**config.mk**
```make
export PLATFORM = sky130hd
export DESIGN_NAME = mxv_sequencer_flat
export DESIGN_NICKNAME = d
export VERILOG_FILES = /design/src/rtl/mxv_sequencer_if.sv /design/src/rtl/mxv_sequencer.sv /design/src/flat_wrapper.sv
export SDC_FILE = /design/constraint.sdc
export NUM_CORES = 1
export LEC_CHECK = 0
export CAP_MARGIN = 20
export CORE_ASPECT_RATIO = 0.8
export CORE_MARGIN = 3
export CORE_UTILIZATION = 55
export CTS_BUF_LIST = sky130_fd_sc_hd__clkbuf_8
export DETAILED_ROUTE_END_ITERATION = 8
export PLACE_DENSITY_LB_ADDON = 0.15
export REMOVE_ABC_BUFFERS = 1
export SETUP_SLACK_MARGIN = 0.5
export SYNTH_ARGS = -nofsm -noshare
export SYNTH_HDL_FRONTEND = slang
export SYNTH_SLANG_ARGS = --single-unit
```
**constraint.sdc**
```tcl
create_clock -name clk -period 8.15 [get_ports clk]
set_input_delay 1.63 -clock clk [delete_from_list [all_inputs] [get_ports clk]]
set_output_delay 1.63 -clock clk [all_outputs]
set_load 0.05 [all_outputs]
```
**src/rtl/mxv_sequencer_if.sv**
```systemverilog
// Command, stall and row-result handshake bundle
// between the MxV command side and the sequencer.
interface mxv_sequencer_if #(
  parameter int WORD_LENGTH = 8
);
  logic                   start;
  logic [WORD_LENGTH-1:0] matrix_size;
  logic                   abort;
  logic                   hold;
  logic                   result_ready;
  logic [WORD_LENGTH-1:0] row_idx;
  logic [WORD_LENGTH-1:0] col_idx;
  logic                   acc_clear;
  logic                   mac_en;
  logic                   result_valid;
  logic                   busy;
  logic                   done;
  logic                   size_error;

  modport master (
    output start, matrix_size, abort,
    output hold, result_ready,
    input  row_idx, col_idx, acc_clear,
    input  mac_en, result_valid, busy,
    input  done, size_error
  );

  modport slave (
    input  start, matrix_size, abort,
    input  hold, result_ready,
    output row_idx, col_idx, acc_clear,
    output mac_en, result_valid, busy,
    output done, size_error
  );
endinterface

```
**src/rtl/mxv_sequencer.sv**
```systemverilog
// Row/column sequencer for the MxV datapath:
// clears, accumulates and hands off one row at a time.
module mxv_sequencer #(
  parameter int WORD_LENGTH = 8
) (
  input logic           clk,
  input logic           reset,
  mxv_sequencer_if.slave bus
);
  typedef logic [WORD_LENGTH-1:0] word_t;

  typedef enum logic [2:0] {
    IDLE,
    CLEAR,
    RUN,
    WRITE,
    DONE
  } state_t;

  state_t state, state_nxt;
  word_t  row, row_nxt;
  word_t  col, col_nxt;
  word_t  size, size_nxt;
  word_t  last;
  logic   serr, serr_nxt;

  // size is never 0 outside IDLE, so last cannot wrap while used
  assign last = size - word_t'(1);

  always_ff @(posedge clk or negedge reset) begin
    if (!reset) begin
      state <= IDLE;
      row   <= '0;
      col   <= '0;
      size  <= '0;
      serr  <= 1'b0;
    end else begin
      state <= state_nxt;
      row   <= row_nxt;
      col   <= col_nxt;
      size  <= size_nxt;
      serr  <= serr_nxt;
    end
  end

  always_comb begin
    state_nxt = state;
    row_nxt   = row;
    col_nxt   = col;
    size_nxt  = size;
    serr_nxt  = 1'b0;
    unique case (state)
      IDLE: begin
        if (bus.start) begin
          if (bus.matrix_size != '0) begin
            size_nxt  = bus.matrix_size;
            row_nxt   = '0;
            col_nxt   = '0;
            state_nxt = CLEAR;
          end else begin
            serr_nxt = 1'b1;
          end
        end
      end
      CLEAR: state_nxt = RUN;
      RUN: begin
        if (!bus.hold) begin
          if (col == last) begin
            col_nxt   = '0;
            state_nxt = WRITE;
          end else begin
            col_nxt = col + word_t'(1);
          end
        end
      end
      WRITE: begin
        if (bus.result_ready) begin
          if (row == last) begin
            state_nxt = DONE;
          end else begin
            row_nxt   = row + word_t'(1);
            state_nxt = CLEAR;
          end
        end
      end
      DONE: begin
        row_nxt   = '0;
        col_nxt   = '0;
        state_nxt = IDLE;
      end
      default: state_nxt = IDLE;
    endcase
    if (bus.abort) begin
      state_nxt = IDLE;
      row_nxt   = '0;
      col_nxt   = '0;
      serr_nxt  = 1'b0;
    end
  end

  assign bus.row_idx      = row;
  assign bus.col_idx      = col;
  assign bus.acc_clear    = (state == CLEAR);
  assign bus.mac_en       = (state == RUN) && !bus.hold;
  assign bus.result_valid = (state == WRITE);
  assign bus.busy         = (state != IDLE);
  assign bus.done         = (state == DONE);
  assign bus.size_error   = serr;
endmodule
```
**src/flat_wrapper.sv**
```systemverilog
// flat-port wrapper written by rule: the top's interface ports become plain ports
module mxv_sequencer_flat 
#(
  parameter int WORD_LENGTH = 8
)
  (clk, reset, bus_start, bus_matrix_size, bus_abort, bus_hold, bus_result_ready, bus_row_idx, bus_col_idx, bus_acc_clear, bus_mac_en, bus_result_valid, bus_busy, bus_done, bus_size_error);
  mxv_sequencer_if #(.WORD_LENGTH(WORD_LENGTH)) bus_i ();
  input logic clk;
  input logic reset;
  input wire logic [$bits(bus_i.start)-1:0] bus_start;
  input wire logic [$bits(bus_i.matrix_size)-1:0] bus_matrix_size;
  input wire logic [$bits(bus_i.abort)-1:0] bus_abort;
  input wire logic [$bits(bus_i.hold)-1:0] bus_hold;
  input wire logic [$bits(bus_i.result_ready)-1:0] bus_result_ready;
  output wire logic [$bits(bus_i.row_idx)-1:0] bus_row_idx;
  output wire logic [$bits(bus_i.col_idx)-1:0] bus_col_idx;
  output wire logic [$bits(bus_i.acc_clear)-1:0] bus_acc_clear;
  output wire logic [$bits(bus_i.mac_en)-1:0] bus_mac_en;
  output wire logic [$bits(bus_i.result_valid)-1:0] bus_result_valid;
  output wire logic [$bits(bus_i.busy)-1:0] bus_busy;
  output wire logic [$bits(bus_i.done)-1:0] bus_done;
  output wire logic [$bits(bus_i.size_error)-1:0] bus_size_error;
  assign bus_i.start = bus_start;
  assign bus_i.matrix_size = bus_matrix_size;
  assign bus_i.abort = bus_abort;
  assign bus_i.hold = bus_hold;
  assign bus_i.result_ready = bus_result_ready;
  assign bus_row_idx = bus_i.row_idx;
  assign bus_col_idx = bus_i.col_idx;
  assign bus_acc_clear = bus_i.acc_clear;
  assign bus_mac_en = bus_i.mac_en;
  assign bus_result_valid = bus_i.result_valid;
  assign bus_busy = bus_i.busy;
  assign bus_done = bus_i.done;
  assign bus_size_error = bus_i.size_error;
  mxv_sequencer #(.WORD_LENGTH(WORD_LENGTH)) u_core (.clk(clk), .reset(reset), .bus(bus_i));
endmodule
```
Word level (Yosys, flattened, before mapping)
Cells that the tools add are included.
{"block": "word_totals", "elab_cells": 53, "ff_bits": 28, "output_inout_bits": 22, "inputBits": 14}
{"block": "classes", "muxes": 22, "reduce_logical": 11, "n_eq_ne": 12, "n_addsub": 3}
{"cell": "2-to-1 mux 8 bit", "n": 8}
{"cell": "case mux 8 bit (3 select lines)", "n": 2}
{"cell": "2-to-1 mux 3 bit", "n": 7}
{"cell": "adder 8 x 1 -> 8 bit, second input constant", "n": 2}
{"cell": "== test 8 bit", "n": 2}
{"cell": "!= test 3 bit, second input constant", "n": 4}
{"cell": "case mux 3 bit (4 select lines)", "n": 1}
{"cell": "AND reduction 5 bit", "n": 2}
{"cell": "nonzero test 4 bit", "n": 2}
{"cell": "nonzero test 8 bit", "n": 1}
{"cell": "subtractor 8 x 1 -> 8 bit, second input constant", "n": 1}
{"cell": "== test 3 x 2 -> 1 bit, second input constant", "n": 2}
{"cell": "!= test 3 x 2 -> 1 bit, second input constant", "n": 2}
{"cell": "2-to-1 mux 1 bit", "n": 4}
{"cell": "AND reduction 4 bit", "n": 1}
{"cell": "== test 3 x 1 -> 1 bit, second input constant", "n": 1}
{"cell": "== test 3 bit, second input constant", "n": 1}
{"cell": "zero test 3 bit", "n": 1}
{"cell": "AND reduction 3 bit", "n": 1}
{"cell": "nonzero test 3 bit", "n": 1}
{"cell": "logical AND 1 bit", "n": 1}
{"cell": "zero test 1 bit", "n": 1}

Longest topological paths before layout
{"block": "depth", "word_depth": 6, "mapped_depth": 10, "mapped_depth_nobuf": 8}

Least setup slack after synthesis
No wires, ideal clock.
{"block": "synth_timing", "path_type": "input to output", "startpoint": "input bus_hold", "endpoint": "output bus_mac_en", "slack_ps": 3247, "path_stages": 1, "n_path_buf": 0, "required_time_ps": 6520, "t_arrival_ps": 3273, "path_cell_list": "nor4b_1"}
{"block": "synth_between", "elab_chain_len": 2}
{"item": "from (decl)", "line": "flat_wrapper.sv:13", "source": "input wire logic [$bits(bus_i.hold)-1:0] bus_hold;"}
{"item": "zero test 1 bit"}
{"item": "logical AND 1 bit", "line": "mxv_sequencer.sv:104", "source": "assign bus.mac_en = (state == RUN) && !bus.hold;"}
{"item": "to (decl)", "line": "flat_wrapper.sv:18", "source": "output wire logic [$bits(bus_i.mac_en)-1:0] bus_mac_en;"}
Every way passes these cells.

Final worst setup path
Ends and elaborated chain as after synthesis.

==> flow_summary_export.csv <==
group,metric,value,unit
outcome,outcome,"completed",
cts,cts_setup_buffers,0,
timing,period_share,0.5917,
worst_setup_path,crit_type,"input port to output pin",
detailed_routing,drc,0,
worst_hold_path,whs_path_depth,2,
cts,cts_buffers,3,
die,coreArea,3495,um^2
detailed_routing,drt-pass1-iter-count,4,
finish,fin_cells,295,
cts,clock_path_buffers,2,
worst_setup_path,reg2reg_slack,5.02,ns
timing,drv_slew,0,
finish,multiInputGateArea,1221,um^2
worst_setup_path,path_max_fanout,3,
finish,fin_area,2426,um^2
timing,layout_min_cycle_time,4.822,ns
worst_setup_path,worstSetupStartpointType,"input port",
finish,layout_commonest_cell,"clkdlybuf4s50_1",
detailed_routing,met1Wirelength,2335,um
placed_design,post_dp_cell_area,2366,um^2
logic_synthesis,synth_edf_count,0,
die,die_w,74.04,um
timing,clock_skew,0.002159,ns
worst_setup_path,arrival,3.19,ns
finish,final_cell_mix,"35 x clkdlybuf4s50_1, 28 x dfrtp_1, 16 x nor2_1, 16 x nand2_1, 11 x and3_1",
placed_design,place.detailed.hpwl,3503,um
cts,cts_resized,0,
die,start_util,0.5829,
logic_synthesis,ys_seq_area_frac,0.3440,
logic_synthesis,synth_largest_area_cell,"dfrtp_1",
global_route,grt_pass1_vias,1576,
worst_setup_path,required,6.52,ns
detailed_routing,dr.max_layer_used,"met4",
logic_synthesis,yosysTopAreaCellShare,0.3440,
logic_synthesis,ys_ff_latch,28,
timing,setup_viol,0,
finish,nets,271,
logic_synthesis,synthArstFlopShare,1.000,
timing,hold_viol,0,
cts,cts.clk_slew.worst_paths,0.10,ns
finish,diodes,0,
detailed_routing,wl_met3,282,um
worst_hold_path,hold_path_class,"register to register",
cts,h-tree-depth,1,
global_route,globalRouteOverflowTotal,0,
placed_design,portBuffers,35,
power,pwr_density_cell,178.8,nW/um^2
placed_design,place_congestion,0.8160,
cts,clk_latency,0.28,ns
detailed_routing,avgRoutedWirePerCell,15.57,um
timing,rsz0062_at_grt,"no",
logic_synthesis,synthesis.area,2037,um^2
cts,tritoncts,"done",
die,fp.dieArea,4474,um^2
logic_synthesis,synth.area.top_cells,"dfrtp_1 34%, mux2_2 4.4%, xnor2_1 3.9%, xor2_1 3.9%, and3_1 3.4%",
die,rows,19,
global_route,grt_pass1_wl,7686,um
flow_run,cap_violations,0,
logic_synthesis,synthCells,229,
global_route,gr-usage-all-layers,0.2225,
cts,root_buffer,"clkbuf_8",
detailed_routing,wl_met2,1947,um
placed_design,dp.cells,290,
global_route,antenna_found_initial,0,
cts,cts_hold_buffers,0,
logic_synthesis,synth.avg_cell_area,8.895,um^2
die,ios,36,
detailed_routing,route.antenna.remaining_nets,0,
logic_synthesis,synth_warnings,0,
timing,tightestPinTransition,0.5958,ns
finish,drive_above_1_share,0.09091,
logic_synthesis,yosysUniqueCellTypes,51,
detailed_routing,drt_iter0_markers,129,
finish,n_fill_cell,300,
detailed_routing,routed_wl,4593,um
power,ir_worst_vdd,0.0001271,V
cts,cts.sinks,28,
timing,clock.fmax,207.4,MHz
logic_synthesis,synth_top_flop_cell,"dfrtp_1",
worst_setup_path,critical_path.endpoint_type,"output pin",
timing,fin_setup_tns,0,ns
timing,slew-limit-headroom,0.6020,
power,p_leak,0.001033,uW
global_route,grt_max_degree,29,
finish,seq_area,700.7,um^2
detailed_routing,vias_per_cell,6.210,
finish,areaGrowthSynthToFinish,19.10,%
worst_setup_path,worst-r2r-cell-count,6,
detailed_routing,vias,1832,
die,die_h,60.43,um
-- Yosys cell counts, types with 5 or more instances --
cell type,n
dfrtp_1,28
nand2_1,16
nor2_1,16
and3_1,11
clkbuf_1,11
inv_1,9
nor3_1,9
o21ai_0,9
xnor2_1,9
xor2_1,9
a21oi_1,8
mux2_2,8
nand3_1,5
nor4_1,5
-- kinds of logic (layout without fill, tap and decap cells) --
| logic type | count (synthesis) | after routing | share of synthesized area |
|---|---|---|---|
| xor+xnor | 18 | 18 | 0.07740 |
| buf+inv | 26 | 50 | 0.05651 |
| mux | 11 | 11 | 0.05897 |
| simple gates | 90 | 90 | 0.2457 |
| flops | 28 | 28 | 0.3440 |
| fa+ha+maj | 3 | 3 | 0.01843 |
| compound gates | 53 | 53 | 0.1990 |
-- flip-flops by register name (all words and copies together) (netlist names) --
register               flops
u_core.bus.col_idx         8
u_core.bus.row_idx         8
u_core.size                8
u_core.state               3
u_core.bus.size_error      1
-- report_power, final --
part | switching, uW | internal [uW]
logic | 87.8 | 73.3
clock network | 44.3 | 43.3
registers | 31.3 | 154
total | 163 | 270
-- critical path: stages --
cell,delay [ns]
clkdlybuf4s50_1,0.44
nor4b_1,0.27
clkdlybuf4s50_1,0.86
-- routing by layer --
metal / track usage / vias up
met3: 0.04139 / 4
met5: 0 / -
li1: - / 896
met2: 0.3144 / 56
met4: 0.04134 / 0
met1: 0.3525 / 876
-- per-stage QoR --
stage	setup slack (ns)	total power (uW)	utilization	hold WS (ns)
floorplan	3.247	299.2	-	0.5323
finish	3.328	433.8	0.6942	0.6047
global route	3.253	460.3	0.6942	0.6444
global placement	3.360	343.5	0.6771	0.5702
detailed placement	3.323	346.9	0.6771	0.5818
CTS	3.301	435.6	0.6928	0.6037
-- final cells by class --
class                   instances  area share
multi-input cells             175      0.5034
flip-flops and latches         28      0.2888
repair buffers                 37      0.1496
clock buffers                   4     0.02269
well taps                      42     0.02166
inverters                       9     0.01392
-- final timing paths --
path	startpoint	to
max	bus_hold	bus_mac_en
min	u_core.bus.col_idx[0]	u_core.bus.col_idx[0]
min reg2reg	u_core.bus.col_idx[0]	u_core.bus.col_idx[0]
min in group asynchronous	reset	u_core.bus.col_idx[5]
max in group asynchronous	reset	u_core.bus.row_idx[2]
max reg2reg	u_core.size[2]	u_core.bus.row_idx[1]
Power figures use the tool's default switching activity.
